`src/rtl/cache_arbiter.sv`:
```
// Serialises I-cache line fills and D-cache fills/writebacks onto the single pmem port.
// Define CACHE_ARBITER_RR_EN to alternate I/D grants instead of fixed D-over-I priority.
module cache_arbiter #(
   parameter int unsigned ADDR_W = 32,
   parameter int unsigned LINE_W = 256
) (
   input  logic              clk,
   input  logic              rst,
   input  logic              icache_read_i,
   input  logic [ADDR_W-1:0] icache_address_i,
   output logic [LINE_W-1:0] icache_rdata_o,
   output logic              icache_resp_o,
   input  logic              dcache_read_i,
   input  logic              dcache_write_i,
   input  logic [ADDR_W-1:0] dcache_address_i,
   input  logic [LINE_W-1:0] dcache_wdata_i,
   output logic [LINE_W-1:0] dcache_rdata_o,
   output logic              dcache_resp_o,
   output logic              pmem_read_o,
   output logic              pmem_write_o,
   output logic [ADDR_W-1:0] pmem_address_o,
   output logic [LINE_W-1:0] pmem_wdata_o,
   input  logic [LINE_W-1:0] pmem_rdata_i,
   input  logic              pmem_resp_i
);

   typedef enum logic [1:0] {
      IDLE       = 2'd0,
      SERVE_I    = 2'd1,
      SERVE_D_RD = 2'd2,
      SERVE_D_WR = 2'd3
   } state_e;

   state_e            state_q, state_d;
   logic [ADDR_W-1:0] addr_q, addr_d;
   logic [LINE_W-1:0] wdata_q, wdata_d;
   logic              pmem_read_q, pmem_write_q;
   logic              dcache_req;
   logic              prefer_d;

`ifdef CACHE_ARBITER_RR_EN
   // last_grant_q: 0 = I-cache completed last, 1 = D-cache completed last
   logic last_grant_q;
   assign prefer_d = ~last_grant_q;
`else
   assign prefer_d = 1'b1;
`endif

   assign dcache_req = dcache_read_i | dcache_write_i;

   always_comb begin
      state_d = state_q;
      addr_d  = addr_q;
      wdata_d = wdata_q;
      case (state_q)
         IDLE: begin
            if (dcache_req && (!icache_read_i || prefer_d)) begin
               addr_d = dcache_address_i;
               // writeback goes ahead of the fill when both are requested
               if (dcache_write_i) begin
                  state_d = SERVE_D_WR;
                  wdata_d = dcache_wdata_i;
               end else begin
                  state_d = SERVE_D_RD;
               end
            end else if (icache_read_i) begin
               state_d = SERVE_I;
               addr_d  = icache_address_i;
            end
         end
         default: begin
            if (pmem_resp_i) state_d = IDLE;
         end
      endcase
   end

   always_ff @(posedge clk) begin
      if (rst) begin
         state_q      <= IDLE;
         addr_q       <= '0;
         wdata_q      <= '0;
         pmem_read_q  <= 1'b0;
         pmem_write_q <= 1'b0;
`ifdef CACHE_ARBITER_RR_EN
         last_grant_q <= 1'b0;
`endif
      end else begin
         state_q      <= state_d;
         addr_q       <= addr_d;
         wdata_q      <= wdata_d;
         pmem_read_q  <= (state_d == SERVE_I) || (state_d == SERVE_D_RD);
         pmem_write_q <= (state_d == SERVE_D_WR);
`ifdef CACHE_ARBITER_RR_EN
         if (pmem_resp_i && (state_q != IDLE)) last_grant_q <= (state_q != SERVE_I);
`endif
      end
   end

   assign pmem_read_o    = pmem_read_q;
   assign pmem_write_o   = pmem_write_q;
   assign pmem_address_o = addr_q;
   assign pmem_wdata_o   = wdata_q;

   assign icache_resp_o  = pmem_resp_i && (state_q == SERVE_I);
   assign dcache_resp_o  = pmem_resp_i && ((state_q == SERVE_D_RD) || (state_q == SERVE_D_WR));
   assign icache_rdata_o = pmem_rdata_i;
   assign dcache_rdata_o = pmem_rdata_i;

endmodule

```
`config.mk`:
```
export PLATFORM = sky130hd
export DESIGN_NAME = cache_arbiter
export DESIGN_NICKNAME = d
export VERILOG_FILES = /design/src/rtl/cache_arbiter.sv
export SDC_FILE = /design/constraint.sdc
export NUM_CORES = 1
export LEC_CHECK = 0
export ABC_AREA = 0
export CAP_MARGIN = 20
export CORE_AREA = 3 3 544 546
export CTS_CLUSTER_SIZE = 12
export DETAILED_ROUTE_END_ITERATION = 12
export DIE_AREA = 0 0 547 549
export PLACE_DENSITY = 0.34
export SLEW_MARGIN = 0
export SYNTH_ARGS = -nofsm -noshare
export SYNTH_HDL_FRONTEND = slang
export SYNTH_SLANG_ARGS = --single-unit
```
`constraint.sdc`:
```
create_clock -name clk -period 2.5 [get_ports clk]
set_clock_uncertainty 0.2 [all_clocks]
set_input_delay 0.5 -clock clk [delete_from_list [all_inputs] [get_ports clk]]
set_output_delay 0.5 -clock clk [all_outputs]
set_load 0.02 [all_outputs]
```
After elaboration in Yosys (flattened, before gate mapping)
Index checks and enable logic that the tools add are counted.
{"block": "totals", "register_bits": 292, "inputBits": 582, "output_inout_bits": 804, "wordCells": 27}
{"block": "op_classes", "n_eq_ne": 6, "n_mux": 7, "bitwise_logic": 1, "reduce_logical": 8}
{"cell": "$mux 32", "count": 2}
{"cell": "$eq 2x2->1 const B", "count": 4}
{"cell": "$mux 2", "count": 4}
{"cell": "$eq 2x1->1 const B", "count": 2}
{"cell": "$reduce_and 3->1", "count": 1}
{"cell": "$logic_and 1x1->1", "count": 2}
{"cell": "$logic_not 2->1", "count": 1}
{"cell": "$logic_or 1x1->1", "count": 2}
{"cell": "$reduce_and 2->1", "count": 1}
{"cell": "$reduce_bool 2->1", "count": 1}
{"cell": "$mux 1", "count": 1}
{"cell": "$or 1x1->1", "count": 1}

Longest topological paths before layout
Gate-level depths: netlist of run 1.
{"block": "logic_depth", "ltp_word": 5, "mapped_depth": 7, "depth_no_buf": 5}

Least setup slack after synthesis of run 1
Ideal clock, no wire load.
{"block": "synth_path", "path_type": "input-to-reg", "start": "input port dcache_write_i", "end": "register wdata_q[215] (netlist: pmem_wdata_o[215])", "setup_ps": 132, "arrival_ps": 1529, "t_required_ps": 2168, "setup_slack_ps": 639, "cell_stages": 7, "path_buffers": 4, "cell_sequence": "buf_2 -> or3b_1 -> clkbuf_1 -> buf_2 -> buf_2 -> nand2_1 -> a21oi_1"}
{"block": "synth_via", "elab_chain_len": 2}
{"element": "from (decl)", "line_no": "14", "rtl": "input logic dcache_write_i,"}
{"element": "$or 1x1->1", "line_no": "49", "rtl": "assign dcache_req = dcache_read_i | dcache_write_i;"}
{"element": "$reduce_and 3->1 (no line) (*)"}
{"element": "to (signal assigned)", "line_no": "90", "rtl": "wdata_q <= wdata_d;"}
{"element": "to (decl)", "line_no": "36", "rtl": "logic [LINE_W-1:0] wdata_q, wdata_d;"}
Mark *: on every way between the ends. The rest lies on a longest branch, timed or not.
A chain may end at the register's enable or synchronous reset.

Final worst setup path of run 1
{"block": "layout_path", "start": "register wdata_q[63] (netlist: pmem_wdata_o[63])", "end": "output port pmem_wdata_o[63]"}
{"element": "to (decl)", "line_no": "22", "rtl": "output logic [LINE_W-1:0] pmem_wdata_o,"}
No word-level cell between the ends.

==> results summary, run 1 <==
The run finished with clean final reports. The path class of the tightest hold or removal check is in -> reg. The worst hold path stage count is 3. The clock insertion delay at the later pin of the skew report is 0.69 ns.

TritonCTS built the clock tree. The final weighted congestion of routability-driven global placement is 0.8007. For this run, the number of Yosys warnings is 0.

The core area came out at 0.2911 sq mm. The total power consumption of the routed design is 15.77 mW. The number of DRC markers after the initial detailed-route iteration is 611. Summed over all cells, the static leakage comes to 7.708 nW. The hold violation count in the final report came out at 0.

The number of pins exceeding their max-slew limit in the final report is 0. After detailed routing, the average wire length per cell comes to 27.46 um. The worst-case IR drop observed on VDD is 0.0004873 V. The die span in x is 547 um. Counting both buffers and inverters, the worst setup path holds a total of 1.

The maximum number of pins on one net before global-route repair came out at 75. The post-route antenna net violation count is 0. The delay contributed by the slowest stage of the critical path came out at 0.70 ns.

The max capacitance violation total is 0. The post-synthesis to final-layout area growth is 60.46%. The worst hold path begins at dcache_wdata_i[105].

The first-pass GRT wire length came out at 189500 um. The total number of clock tree sinks is 292. The setup violation total in the final timing report came out at 0. STA classifies the critical path startpoint as a flip-flop.

The share of post-route cells with drive strength above 1 is 11.61%. The final route contains 12910 vias. The first detailed-routing pass ran for 5 iterations. The summed negative setup slack over all endpoints is 0 ns. In the routed design, unresolved DRC markers number 0.

Once layout is complete, the utilization of the core stands at 7.962%. The cell area that synthesis handed to floorplanning was 0.01444 sq mm. The kind of critical path is reg -> out. The sequential share of the synthesized area came out at 40.47%. Walking the worst path, the cells encountered are clkdlybuf4s50_1. The clock group share of total power is 44.4%. The number of nets handed over by synthesis was 2413. OpenSTA, run right after detailed placement, puts the worst setup slack at -0.03717 ns. Row generation in the floorplan step produced 198 rows. The depth of the worst register-to-register path is 5. The initial core utilization came out at 4.962%. The remaining max-slew budget at the tightest pin came out at 54.32%. The cell count after placement is 5778.

Of the total power, combinational logic draws 22.3%. The largest area contributor in the synthesized netlist is dfxtp_1. The count of different cell masters after synthesis is 23.

The data required time at the worst endpoint came out at 1.80 ns. The number of global-route vias before repair is 12860. For this run, the post-layout net count is 2512. The path with the worst hold slack has its endpoint at pmem_wdata_o[105].

The number of placed I/O pins came out at 1386. The switching component of the power is 5.306 mW. The power density normalized to cell area is 680.3 mW/mm^2. The level count of the clock H-tree is 2. The wire-length estimate of the detail-placed layout is 145300 um. The finished cells cover 0.02318 sq mm.

The kind of cell with the highest combined delay along the critical path is buffers and inverters. The final wirelength is 161200 um. The arrival time at the worst endpoint came out at 1.71 ns. The proportion of netlist area held by the largest area contributor is 40.47%. The average footprint of a synthesized cell came out at 7.893 sq um. The internal reg-to-reg setup slack is 0.64 ns. The slew of the pin with the lowest slew margin is 0.6879 ns. The worst hold slack after final layout came out at 0.1300 ns. The overall overflow remaining after global route came out at 0. The startpoint identified for the worst register-to-register timing path is state_q[0]. The number of antenna violations at the first check in global routing is 91. The overall global routing resource usage came out at 10.28%. After the flow finishes, the layout carries non-filler instances totaling 5872. From bottom edge to top edge, the die measures 549 um. The clock slew seen by the registers of the worst setup and hold paths came out at 0.07 ns. The clock passes through at most 3 buffers.

Of all nets on the critical path, the largest fanout is 2. The period utilization came out at 96.58%. Sorting the synthesized cells by area gives the leading types as dfxtp_1, buf_4, nand2_1.

The worst setup path is captured at an output port. The setup slack of the critical path after layout is 0.08553 ns. The proportion of power drawn by flip-flops and latches came out at 33.3%. The count of buffers added on input and output ports is 617. After filler insertion, the fill cell instance count of the layout stands at 34070.

The gate count of the mapped netlist is 1830. After detailed placement, the total cell area comes to 0.02173 sq mm. The full die area is 0.3003 sq mm. The largest individual stage delay along the critical path comes from the cell clkdlybuf4s50_1.

The total internal power is 10.46 mW. The reg-to-reg endpoint is pmem_wdata_o[75]. The final critical path time including I/O delays and setup came out at 2.414 ns. The maximum frequency from static timing analysis came out at 0.4142 GHz. The number of buffers created by CTS is 46. CTS placed an instance of clkbuf_16 at the clock tree root. The switching power share of the total is 33.66%. In the routed layout, each cell is associated on average with a via count of 2.199. Counting flops and latches in the post-synthesis netlist gives 292.
routing by layer:
layer	vias up	wire, um	GRT usage (%)
met5	-	138	0.3482
met4	12	7913	4.266
met3	457	41910	12.28
met2	1259	65360	15.02
met1	5603	45930	8.319
li1	5579	-	-
layout make-up:
cell class,instances,area (sq um),area share [%]
Timing Repair Buffer,673,6575,28.37
Sequential cell,292,5847,25.23
Tap cell,3900,4880,21.05
Multi-Input combinational cell,915,4263,18.39
Clock buffer,61,1297,5.598
Clock inverter,21,287.8,1.242
Antenna cell,9,22.52,0.09718
Inverter,1,3.754,0.01620
cells in the mapped netlist:
master and instances:
a21oi_1 290, a311oi_1 2, a311oi_2 30, and2_1 1
and2_4 1, and3_1 1, buf_1 1, buf_2 56
buf_4 512, buf_6 4, clkbuf_1 49, dfxtp_1 292
ha_1 1, inv_1 1, nand2_1 545, nand2b_1 1
nor2_1 2, nor2b_1 4, nor3b_2 1, o21ai_0 33
o21bai_1 1, or3_1 1, or3b_1 1
logic make-up (layout without fill, tap and decap cells):
family | count (synthesis) | in the layout | share of synthesized area (%)
adder cells (fa/ha/maj) | 1 | 1 | 0.08661
AO/OA/AOI/OAI | 356 | 356 | 14.48
flip-flops | 292 | 292 | 40.47
buffers and inverters | 623 | 756 | 30.19
AND/OR/NAND/NOR | 558 | 558 | 14.77
other | 0 | 9 | 0
cells in the final DEF (no fill, tap or decap), types with 3 or more instances in the layout:
cell type,netlist,final
nand2_1,545,545
clkdlybuf4s50_1,0,405
dfxtp_1,292,291
a21oi_1,290,290
dlygate4sd2_1,0,149
buf_4,512,86
clkbuf_16,0,46
o21ai_0,33,33
a311oi_2,30,30
buf_12,0,25
diode_2,0,9
clkbuf_8,0,9
clkbuf_1,49,6
clkinvlp_4,0,5
nor2b_1,4,4
bufinv_16,0,4
clkinv_4,0,3
clkinv_2,0,3
inv_6,0,3
dlygate4sd3_1,0,3
power by group through the flow:
stage / logic (mW) / registers, mW / clock network, mW
2_1_floorplan: 2.11 / 5.73 / 0
3_5_place_dp: 3.78 / 5.36 / 0
4_1_cts: 3.68 / 5.26 / 7.43
6_report: 3.52 / 5.25 / 7.00
3_3_place_gp: 3.79 / 5.35 / 0
5_1_grt: 3.84 / 5.30 / 7.50
registers in the layout, summed over array words and instances, names as in the netlist:
signal and count:
pmem_address_o 32, pmem_write_o 1, state_q 2, pmem_wdata_o 256, pmem_read_o 1
timing repair:
action,4_1_cts,5_1_grt
hold buffers,3,0
setup endpoints to repair,151,1
resized for setup,153,2
hold endpoints to repair,3,0
buffers inserted,0,0
worst max-delay path by stage:
stage                                  from            endpoint  slack, ns  cells past startpoint
after detailed placement      icache_read_i  pmem_address_o[14]      -0.04                      6
after CTS                 pmem_wdata_o[108]   pmem_wdata_o[108]     0.0009                      1
final                      pmem_wdata_o[63]    pmem_wdata_o[63]       0.09                      1
after global placement        icache_read_i  pmem_address_o[11]      -0.05                      6
after floorplan              dcache_write_i   pmem_wdata_o[215]       0.64                      7
after global routing      pmem_wdata_o[162]   pmem_wdata_o[162]    -0.0003                      1
Note: power is estimated with default switching activity, not from simulation.
==> run 2, diff against run 1 <==
- CORE_AREA: 3 3 544 546 -> 3 3 540 542
- DIE_AREA: 0 0 547 549 -> 0 0 543 545
- PLACE_DENSITY: 0.34 -> 0.35
- clock period: 2.5 -> 2.1 ns (I/O delays scaled with it)
==> results summary, run 2 (synthesis gave the netlist of run 1 again) <==
The run finished with clean final reports. After layout, the worst setup slack is 0.03514 ns. The number of flip-flops under the largest register name is 256. The post-route antenna net violation count came out at 0. The number of global-route vias before repair was 13180. The maximum number of pins on one net before global-route repair is 64. The count of buffers from port buffering came out at 617. The hold violation count in the final report is 0. Traced cell by cell, the critical path runs through inv_2, and3_4, buf_12. The worst setup path is captured at an output port.

The minimum setup slack after placement is -0.2434 ns. The number of iterations in the first detailed-routing pass is 5. The final critical path time including I/O delays and setup is 2.065 ns. The remaining max-slew budget at the tightest pin is 40.50%. Among all stages on the critical path, the largest delay is contributed by dfxtp_4.

For the worst-skew pair, the clock arrives at the later sink with an insertion delay of 0.71 ns. The row count is 197. The tightest min-delay check is of the in -> reg type. The post-synthesis to final-layout area growth is 66.72%.

Across the run, the number of max-cap violations was 0. The full die area is 0.2959 sq mm. Along the worst path, the maximum fanout reaches 4. The first routing iteration left 730 violations.

TritonCTS built the clock tree. The HPWL after detailed placement came out at 140600 um. In this run the power density over the cells is 772.7 mW/mm^2. Wires add up to 158000 um. The leakage power total is 8.057 nW. The share of post-route cells with drive strength above 1 is 19.11%.

The maximum clock path buffer count is 3. The period utilization came out at 98.33%. Clock-pin slew was measured on the worst setup and hold paths at 0.06 ns. In the routed layout, each cell is associated on average with a via count of 2.283. The overall overflow remaining after global route came out at 0. The number of placed I/O pins is 1386. The library cells used most frequently in the layout, excluding fill and tap cells, are nand2_1, clkdlybuf4s50_1, a21oi_1. Global routing used 10.17% of the available tracks. The number of antenna violations at the first check in global routing is 96.

The delay contributed by the slowest stage of the critical path came out at 0.35 ns. The root cell of the clock tree is clkbuf_16. Setup repair after global routing could not meet its margin everywhere. The total of fill cells in the finished design came out at 33580. The largest vdd supply drop came out at 0.0005499 V.

The number of vias after detailed routing is 13420. The commonest non-fill, non-tap cell in the layout is nand2_1. The per-cell routed wire length is 26.88 um. The kind of critical path is reg -> out.

The first global-routing pass estimated 185800 um of wire. At the pin with the least slew margin, the transition time is 0.8905 ns. For this design, the sink count on the clock tree is 292. CTS built an H-tree with a depth of 2.

The family with the most delay on the worst path is flip-flops. The non-filler instance count after layout is 5879. The worst register-to-register path has a depth of 6. For this run, the post-layout net count is 2640.

The internal reg-to-reg setup slack is 0.09 ns. The startpoint of the most critical register-to-register path is state_q[0]. The category of the worst setup path launch point is a flip-flop.

The cell count after placement came out at 5657. The critical path contains buffers and inverters numbering 2 combined. For the worst setup path, the data arrival time is 1.44 ns.

The most critical setup path has its endpoint at icache_resp_o. Setup violations remaining at the end of the flow were counted as 0. Counting buffers and inverters, the worst setup path is 3 cells deep. After detailed routing, the number of remaining DRC violations is 0. The worst setup path startpoint is state_q[1].

Once the floorplan was initialized, standard cells occupied 5.026% of the core. The number of pins exceeding their max-slew limit in the final report is 0. The die span in x is 543 um. The die extent in y is 545 um.

The reg-to-reg endpoint is pmem_wdata_o[56]. The core area is 0.2874 sq mm. The maximum frequency from static timing analysis came out at 0.4843 GHz. The final weighted congestion of routability-driven global placement came out at 0.7628.

The data required time at the worst endpoint is 1.48 ns. The number of buffers created by CTS is 46.
run 2: cell types whose count changed in the layout (fill, tap and decap cells not counted), sizes merged:
cell           previous run  this run
clkbuf                   62        63
buf                     114       229
clkdlybuf4s50           405       322
clkdlybuf4s18             0         3
clkinv                    9         7
inv                       4         3
bufinv                    4         2
clkdlybuf4s15             1        63
dlygate4sd2             149        55
dlygate4sd3               3       129
diode                     9        10
run 2: through the flow:
stage / power (mW) / instance area (sq um) / hold slack, ns / utilization (%) / TNS, ns
after floorplan: 9.331 / 14440 / 0.3193 / - / 0
after global placement: 10.72 / 21340 / 0.2426 / 7.426 / -12.76
after detailed placement: 10.72 / 21340 / 0.2465 / 7.426 / -13.58
after CTS: 19.37 / 24050 / 0.0003376 / 8.369 / -0.2257
after global routing: 19.69 / 24070 / 0.05532 / 8.374 / -0.09055
final: 18.61 / 24080 / 0.1103 / 8.379 / 0
run 2: power by group:
part | leakage (nW) | internal (mW) | switching [mW] | total (mW)
Sequential | 2.40 | 5.99 | 0.269 | 6.25
Combinational | 4.93 | 1.75 | 2.55 | 4.29
Clock | 0.728 | 4.65 | 3.41 | 8.06
Total | 8.06 | 12.4 | 6.23 | 18.6
run 2: timing repair:
| action | in CTS | in global routing |
|---|---|---|
| pin swaps | 1 | 0 |
| hold buffers | 129 | 0 |
| buffers inserted | 3 | 1 |
| endpoints found under the hold margin | 136 | 0 |
| gates cloned | 0 | 0 |
| resized for setup | 393 | 2 |
| endpoints found under the setup margin | 154 | 4 |
run 2: layer usage:
metal	global-route usage, %	up-vias	part of all wire (%)
li1	-	5829	-
met1	7.921	5850	27
met5	0.5357	-	0.17
met4	4.103	8	4.9
met3	12.85	464	27
met2	14.76	1269	40
run 2: tightest hold or removal path: stages:
cell and delay [ns]:
clkdlybuf4s50_1 0.40, nand2_1 0.06, a21oi_1 0.05
run 2: worst min path at each step:
stage | start | end | cells past startpoint
2_1_floorplan | state_q[0] | state_q[0] | 2
3_3_place_gp | pmem_wdata_o[17] | pmem_wdata_o[17] | 2
3_5_place_dp | pmem_wdata_o[3] | pmem_wdata_o[3] | 2
4_1_cts | dcache_wdata_i[185] | pmem_wdata_o[185] | 3
5_1_grt | dcache_wdata_i[205] | pmem_wdata_o[205] | 3
6_report | dcache_wdata_i[205] | pmem_wdata_o[205] | 3
run 2: cell type report:
class / count / area (sq um) / area share (%)
antenna: 10 / 25.02 / 0.1039
clock buffer: 63 / 1325 / 5.502
clock inverter: 16 / 187.7 / 0.7794
inverter: 1 / 3.754 / 0.01559
multi-input combinational: 915 / 4270 / 17.73
sequential: 292 / 5862 / 24.34
tap: 3781 / 4731 / 19.65
timing repair buffer: 801 / 7676 / 31.88
==> run 3, diff against run 2 <==
- HOLD_SLACK_MARGIN: not set -> 0.02
==> results summary, run 3 (synthesis gave the netlist of run 1 again) <==
The run finished with clean final reports. The largest individual stage delay along the critical path comes from the cell dfxtp_4. The power density normalized to cell area came out at 758.3 mW/mm^2. In the layout the commonest cells are nand2_1, clkdlybuf4s50_1, a21oi_1.

The number of global-route vias before repair came out at 13470. The minimum setup slack after placement came out at -0.2434 ns. The post-synthesis to final-layout area growth is 70.79%.

The count of buffers from port buffering came out at 617. In the final routed layout, each cell accounts on average for 26.62 um. The hold-critical path endpoint is pmem_wdata_o[129].

The category of the worst setup path launch point is a flip-flop. The clock tree from TritonCTS is done. The part of the power in combinational logic came out at 23.5%.

The summed negative setup slack over all endpoints came out at 0 ns. The switching component of the power came out at 6.256 mW. For the pin with the worst max-slew slack, the measured transition is 0.8993 ns. The level count of the clock H-tree came out at 2.

The share of post-route cells with drive strength above 1 came out at 18.58%. The data required time at the worst endpoint is 1.48 ns. STA classifies the critical path endpoint as an output port. The clock group share of total power is 43.1%. The clock insertion delay at the later pin of the skew report is 0.71 ns.

The largest vdd supply drop came out at 0.0005516 V. The die span in x is 543 um. The number of flip-flops under the largest register name is 256. The final net count is 2699. The library cell used most frequently in the layout, excluding fill and tap cells, is nand2_1. In this run the tightest slew margin relative to its limit is 39.91%. The final weighted congestion of routability-driven global placement is 0.7628. The initial core utilization came out at 5.026%. The startpoint identified for the worst hold timing path is dcache_wdata_i[129]. The hold violation count in the final report is 0. The first-pass GRT wire length is 186400 um. From bottom edge to top edge, the die measures 545 um. The number of remaining DRC errors came out at 0.

After global routing the overflow that remains totals 0. Setup violations remaining at the end of the flow were counted as 0. After detailed routing, the total wire length is 158100 um. The internal reg-to-reg setup slack is 0.09 ns. The worst-path maximum fanout came out at 4.

The first detailed-routing pass ran for 5 iterations. The core area came out at 0.2874 sq mm. In this run the remaining antenna-violating nets after routing total 0.

In this run the core area contains 197 standard-cell rows. Entering global routing, the biggest net connects 64 pins. The number of vias after detailed routing came out at 13680.

The total of fill cells in the finished design is 33540. The leakage power total is 8.304 nW. Setup repair after global routing could not meet its margin everywhere. In this run switching power makes up 33.44% of total power. The tool flagged a number of max-cap violations equal to 0.

Data on the critical path arrives at its endpoint at 1.44 ns. Registers are responsible for 33.4% of the overall power. The overall global routing resource usage is 10.19%. The clock passes through at most 3 buffers. The tightest hold path in the finished design has a slack of 0.1313 ns. The startpoint identified for the worst register-to-register timing path is state_q[0].

The kind of critical path is reg -> out. The setup slack of the critical path after layout came out at 0.04002 ns. The vias per cell came out at 2.304.

After layout, the worst path uses 98.09% of the clock period. For this block, the initial DRC count from the detailed router was 733. The clock slew seen by the registers of the worst setup and hold paths is 0.06 ns. The reg-to-reg endpoint is pmem_wdata_o[56]. The worst hold path belongs to the class in -> reg.

The tree built by TritonCTS fans out to 292 sinks. Clock tree synthesis selected as its root buffer the cell clkbuf_16. The delay contributed by the slowest stage of the critical path is 0.35 ns. The internal power of the cells totals 12.45 mW. The number of antenna violations at the first check in global routing is 95.

The number of buffers created by CTS is 46. Once layout is complete, the cells apart from fillers number 5937. The number of pins exceeding their max-slew limit in the final report is 0.

Based on the critical path, the design can be clocked at up to 0.4854 GHz. Pin placement for this block handled 1386 I/O pins. Summed over all nets, the half-perimeter wirelength after detailed placement is 140600 um. The final critical path time including I/O delays and setup is 2.060 ns. The worst register-to-register path has a depth of 6. The signal on the critical path passes through inv_2, and3_4, buf_12. Counting tap cells, the placed design contains a total of 5657 instances. The full die area came out at 0.2959 sq mm.

The worst hold path stage count is 3.
[run 3: worst max-delay path: cells and delay by family (launching register included)]
| family | cells | cell delay, ns |
|---|---|---|
| buf+inv | 2 | 0.18 |
| simple gates | 1 | 0.18 |
| flops | 1 | 0.35 |
[run 3: per-layer routing]
metal	GRT usage, %	share of wire, %	up-vias
met4	4.325	5.3	8
li1	-	-	5944
met3	12.92	28	478
met1	7.902	27	5957
met5	0.5195	0.17	-
met2	14.66	40	1291
[run 3: worst max-delay path by stage]
stage | end | startpoint
after global routing | icache_resp_o | state_q[1]
after detailed placement | pmem_address_o[14] | dcache_write_i
after global placement | pmem_address_o[10] | dcache_write_i
final | icache_resp_o | state_q[1]
after CTS | icache_resp_o | state_q[1]
after floorplan | pmem_read_o | state_q[0]
[run 3: power groups by stage]
stage | clock network (mW) | logic (mW) | registers, mW
4_1_cts | 8.63 | 4.60 | 6.26
6_report | 8.06 | 4.39 | 6.25
2_1_floorplan | 0 | 2.51 | 6.82
5_1_grt | 8.67 | 4.83 | 6.30
3_3_place_gp | 0 | 4.34 | 6.38
3_5_place_dp | 0 | 4.34 | 6.38
[run 3: per-stage QoR]
stage	total power [mW]	instance area [sq um]	utilization, %
global route	19.80	24660	8.580
global placement	10.72	21340	7.426
finish	18.71	24670	8.583
detailed placement	10.72	21340	7.426
floorplan	9.331	14440	-
CTS	19.49	24640	8.575
[run 3: repair_timing]
item	4_1_cts	5_1_grt
resized for setup	393	2
hold buffers	188	0
endpoints found under the hold margin	193	0
gates cloned	0	0
pin swaps	1	0
endpoints found under the setup margin	154	4
buffers inserted	3	1
[run 3: area by class of cell]
type	count	area (sq um)	area share, %
Multi-Input combinational cell	915	4270	17.31
Timing Repair Buffer	860	8267	33.51
Clock buffer	63	1325	5.371
Clock inverter	16	187.7	0.7608
Tap cell	3781	4731	19.18
Sequential cell	292	5862	23.76
Inverter	1	3.754	0.01522
Antenna cell	9	22.52	0.09130
==> edit 1: new RTL, flow settings as in run 3 <==
`ADDR_W`: 32 -> 16.
--- a/src/rtl/cache_arbiter.sv
+++ b/src/rtl/cache_arbiter.sv
@@ -3,3 +3,3 @@
 module cache_arbiter #(
-   parameter int unsigned ADDR_W = 32,
+   parameter int unsigned ADDR_W = 16,
    parameter int unsigned LINE_W = 256
Ports: changed (resized dcache_address_i, icache_address_i and pmem_address_o); port bits go from 1386 to 1338. No check against the original RTL was run, so the function may have changed too.
==> edit 1 against run 3 <==
Global-route usage fell by 0.70 points. Combinational power shrank 14%. Synthesized area shrank 6.1%. Routed wire length down 7.3%. Sequential power down 5.9%. Non-clock buffer count down 190. Final area fell by 11%. Setup slack gained 0.021 ns. Total power decreased by 6.3%. Sequential cell count shrank 16. Synthesized cell count decreased by 5.0%. Critical path type unchanged. Largest cell class unchanged. Highest routed layer unchanged.
==> edit 1: results (changes against run 3) <==
| Metric | Value |
|---|---|
| Outcome | complete, no violations |
| Hold_sp | dcache_wdata_i[208] |
| Wirelength per Cell | 25.84 um (-2.9%) |
| Post-synth top cells | 529 x nand2_1, 514 x buf_4, 276 x dfxtp_1 |
| Worst vdd ir | 0.5373 mV (-2.6%) |
| WHS | 0.1205 ns (-0.01070 ns) |
| Post-synth ARST share | 0 (unchanged) |
| Drt first-iter violations | 757 (+3.3%) |
| Origin of the critical flop-to-flop path | state_q[1] |
| Placed instance count | 5541 (-2.1%) |
| Multi-input logic area | 3774 um^2 (-12%) |
| Leakage Power | 7.409 nW (-11%) |
| CP max stage delay | 0.35 ns (about the same) |
| RD Place Congestion | 0.7570 (-0.76%) |
| R2R Path End | pmem_wdata_o[114] |
| Initial antenna violation count | 56 (-41%) |
| Post-DP Area | 20140 um^2 (-5.6%) |
| Pint | 11.71 mW (-6.0%) |
| Clk_lat worst skew | 0.65 ns (-0.06 ns) |
| Inserted Clock Buffers | 44 (-4.3%) |
| Yosys cell types | 25 (+8.7%) |
| Gr usage total | 0.09482 (-0.007034) |
| Top post-synthesis cells by area | dfxtp_1 41%, buf_4 28%, nand2_1 15% |
| Port bufs | 569 (-7.8%) |
| Fraction of layout cells with a size suffix above 1 | 0.1800 (-0.005862) |
| Fillers | 33740 (+0.60%) |
| H-tree levels | 2 (unchanged) |
| First-pass GRT wire length | 172.8 mm (-7.3%) |
| Hpwl dp | 131.4 mm (-6.5%) |
| Number of global-route vias before repair | 12200 (-9.4%) |
| Hold path depth | 3 (unchanged) |
| Worst slack at placement | -0.4880 ns (-0.2447 ns) |
| R2r worst-path depth | 7 (+1) |
| Sequential-to-total area share from yosys stat | 0.4074 (+0.002705) |
| Syn Nets | 2289 (-5.1%) |
| Hold Crit Endpoint | pmem_wdata_o[208] |
| WL final | 146.6 mm (-7.3%) |
| Syn avg cell area | 7.803 um^2 (-1.1%) |
| Crit-path max FO | 4 (unchanged) |
edit 1: power by group through the flow:
stage	sequential [mW]	combinational [mW]	clock (mW)
2_1_floorplan	6.40	2.33	0
3_3_place_gp	5.99	4.00	0
3_5_place_dp	6.00	4.00	0
4_1_cts	5.89	3.96	8.33
5_1_grt	5.93	4.16	8.42
6_report	5.88	3.79	7.86
edit 1: cell families (layout without fill, tap and decap cells):
group                    after synthesis  count (layout)  share of synthesized area
AO/OA/AOI/OAI                        308             308                     0.1229
AND/OR/NAND/NOR                      542             542                     0.1531
adder cells (fa/ha/maj)                1               1                  0.0009224
other                                  0              14                          0
buffers and inverters                611             751                     0.3157
flip-flops                           276             276                     0.4074
edit 1: how the worst max path moves through the flow:
stage	start	endpoint	slack, ns
CTS	state_q[1]	icache_resp_o	-0.07
detailed placement	dcache_write_i	pmem_wdata_o[210]	-0.49
global placement	dcache_write_i	pmem_wdata_o[210]	-0.49
global route	state_q[1]	icache_resp_o	-0.05
finish	state_q[1]	icache_resp_o	0.06
floorplan	icache_read_i	pmem_address_o[10]	0.31
edit 1: timing repair:
action,in CTS,in global routing
endpoints found under the hold margin,59,0
setup buffers,4,2
pin swaps,1,0
resized for setup,244,7
setup endpoints to repair,146,5
gates cloned,0,0
hold buffers,32,0
edit 1: cell type report:
class	count	area share
timing repair buffer	670	0.2905
sequential	276	0.2522
tap	3781	0.2154
multi-input combinational	851	0.1718
clock buffer	60	0.05698
clock inverter	20	0.01134
antenna	14	0.001595
inverter	1	0.0001709
edit 1: metal layers:
metal	part of all wire	wire length [um]	track usage
met5	0.0029	418	0.006818
met4	0.066	9638	0.05346
met3	0.26	37860	0.1131
met2	0.42	61310	0.1420
met1	0.25	37370	0.06857
==> edit 2: new RTL, config.mk and constraints of run 3 <==
Made on the original files. Reset style: asynchronous (`rst`), changed in one clocked block.
--- a/src/rtl/cache_arbiter.sv
+++ b/src/rtl/cache_arbiter.sv
@@ -76,3 +76,3 @@
 
-   always_ff @(posedge clk) begin
+   always_ff @(posedge clk or posedge rst) begin
       if (rst) begin
Behaviour: not the same (a bounded check fails within 4 cycles, from zero or initial values and one cycle with rst high; the reset may be asserted at any time).
==> edit 2 against run 3 <==
Hold slack improved by 0.046 ns. Final area fell by 1.1%. Fmax rose by 1.0%. Largest cell class is now sequential cells. Global-route usage fell by 2.0 points. Sequential cell count did not move. Routed wire length fell by 20%. First-iteration DRC count fell by 49%. Synthesized area rose by 12%. Setup slack improved by 0.021 ns. Critical path type unchanged. Count of clock-buffer cells in the layout fell by 7. Sequential share of layout area rose by 6.2 points. Register-to-register slack improved by 0.03 ns.
Power is not compared: it rests on default switching activity, and its combinational part moved more than twofold at a synthesized area within 25%.
==> edit 2: results (changes against run 3) <==
| Metric | Value |
|---|---|
| Slowest-stage cell, CP | dfrtp_1 |
| CP max stage delay | 0.38 ns (+0.03 ns) |
| Worst R2R Setup Slack | 0.12 ns (+0.03 ns) |
| Drt first-iter violations | 377 (-49%) |
| Largest net degree at the start of global routing | 49 (-23%) |
| Routed wl met2 | 51.06 mm (-19%) |
| GR Util met3 | 0.07519 (-0.05403) |
| R2R Path End | pmem_wdata_o[6] |
| Total number of vias | 9453 (-31%) |
| Initial antenna violation count | 66 (-31%) |
| Fraction of layout cells with a size suffix above 1 | 0.4803 (+0.2945) |
| Worst hold-check path type | in2async |
| Adder-cell share of the synthesized area | 0.0007766 (-0.00008961) |
| Worst endpoint data arrival time | 1.42 ns (-0.02 ns) |
| Gr usage total | 0.08188 (-0.01998) |
| Hpwl dp | 112.8 mm (-20%) |
| Number of global-route vias before repair | 10380 (-23%) |
| Met2 GRT Util | 0.1168 (-0.02985) |
| Post-DP Area | 23130 um^2 (+8.4%) |
| Outcome | complete, no violations |
| Drt pass-1 iters | 4 (-1) |
| Complex-gate fraction of the synthesized area | 0.002097 (-0.1427) |
| Mux share of post-synthesis cell area | 0.2796 (+0.2796) |
| Top post-synthesis cells by area | dfrtp_1 45%, buf_4 24%, mux2_4 22% |
| Origin of the critical flop-to-flop path | state_q[1] |
| Resize count post-CTS | 188 (-52%) |
| Wire length on met3 | 26.07 mm (-40%) |
| Worst slew margin | 0.7565 (+0.3574) |
| Post-CTS Setup Inserts | 1 (-2) |
| M1 GR Usage | 0.08262 (+0.003601) |
| First-pass GRT wire length | 149.8 mm (-20%) |
| Post-synth ARST share | 1.000 (+1.000) |
==> edit 2: cell count changes after synthesis, moves of 4 or more <==
cell / change
nand2_1: -544
dfrtp_1: +292
dfxtp_1: -292
a21oi_1: -289
mux2_4: +240
mux2_2: +80
buf_2: -52
clkbuf_1: -49
o21ai_0: -33
a311oi_2: -30
buf_6: +22
nor2b_1: -4
==> edit 2: final cells by class <==
cell class	instances	area, um^2
clock buffers	56	1162
inverters	4	18.77
well taps	3781	4731
fillers	33150	263000
multi-input cells	330	4607
flip-flops and latches	292	7317
clock inverters	16	110.1
repair buffers	674	6385
diodes	23	57.56
==> edit 2: stage by stage <==
stage	std cells	worst slack (ns)	hold WS [ns]
2_1_floorplan	1173	-2.395	0.3432
3_3_place_gp	5080	-0.3857	0.2905
3_5_place_dp	5080	-0.4000	0.2907
4_1_cts	5152	-0.07644	0.1144
5_1_grt	5154	-0.05664	0.1452
6_report	5176	0.06075	0.1775
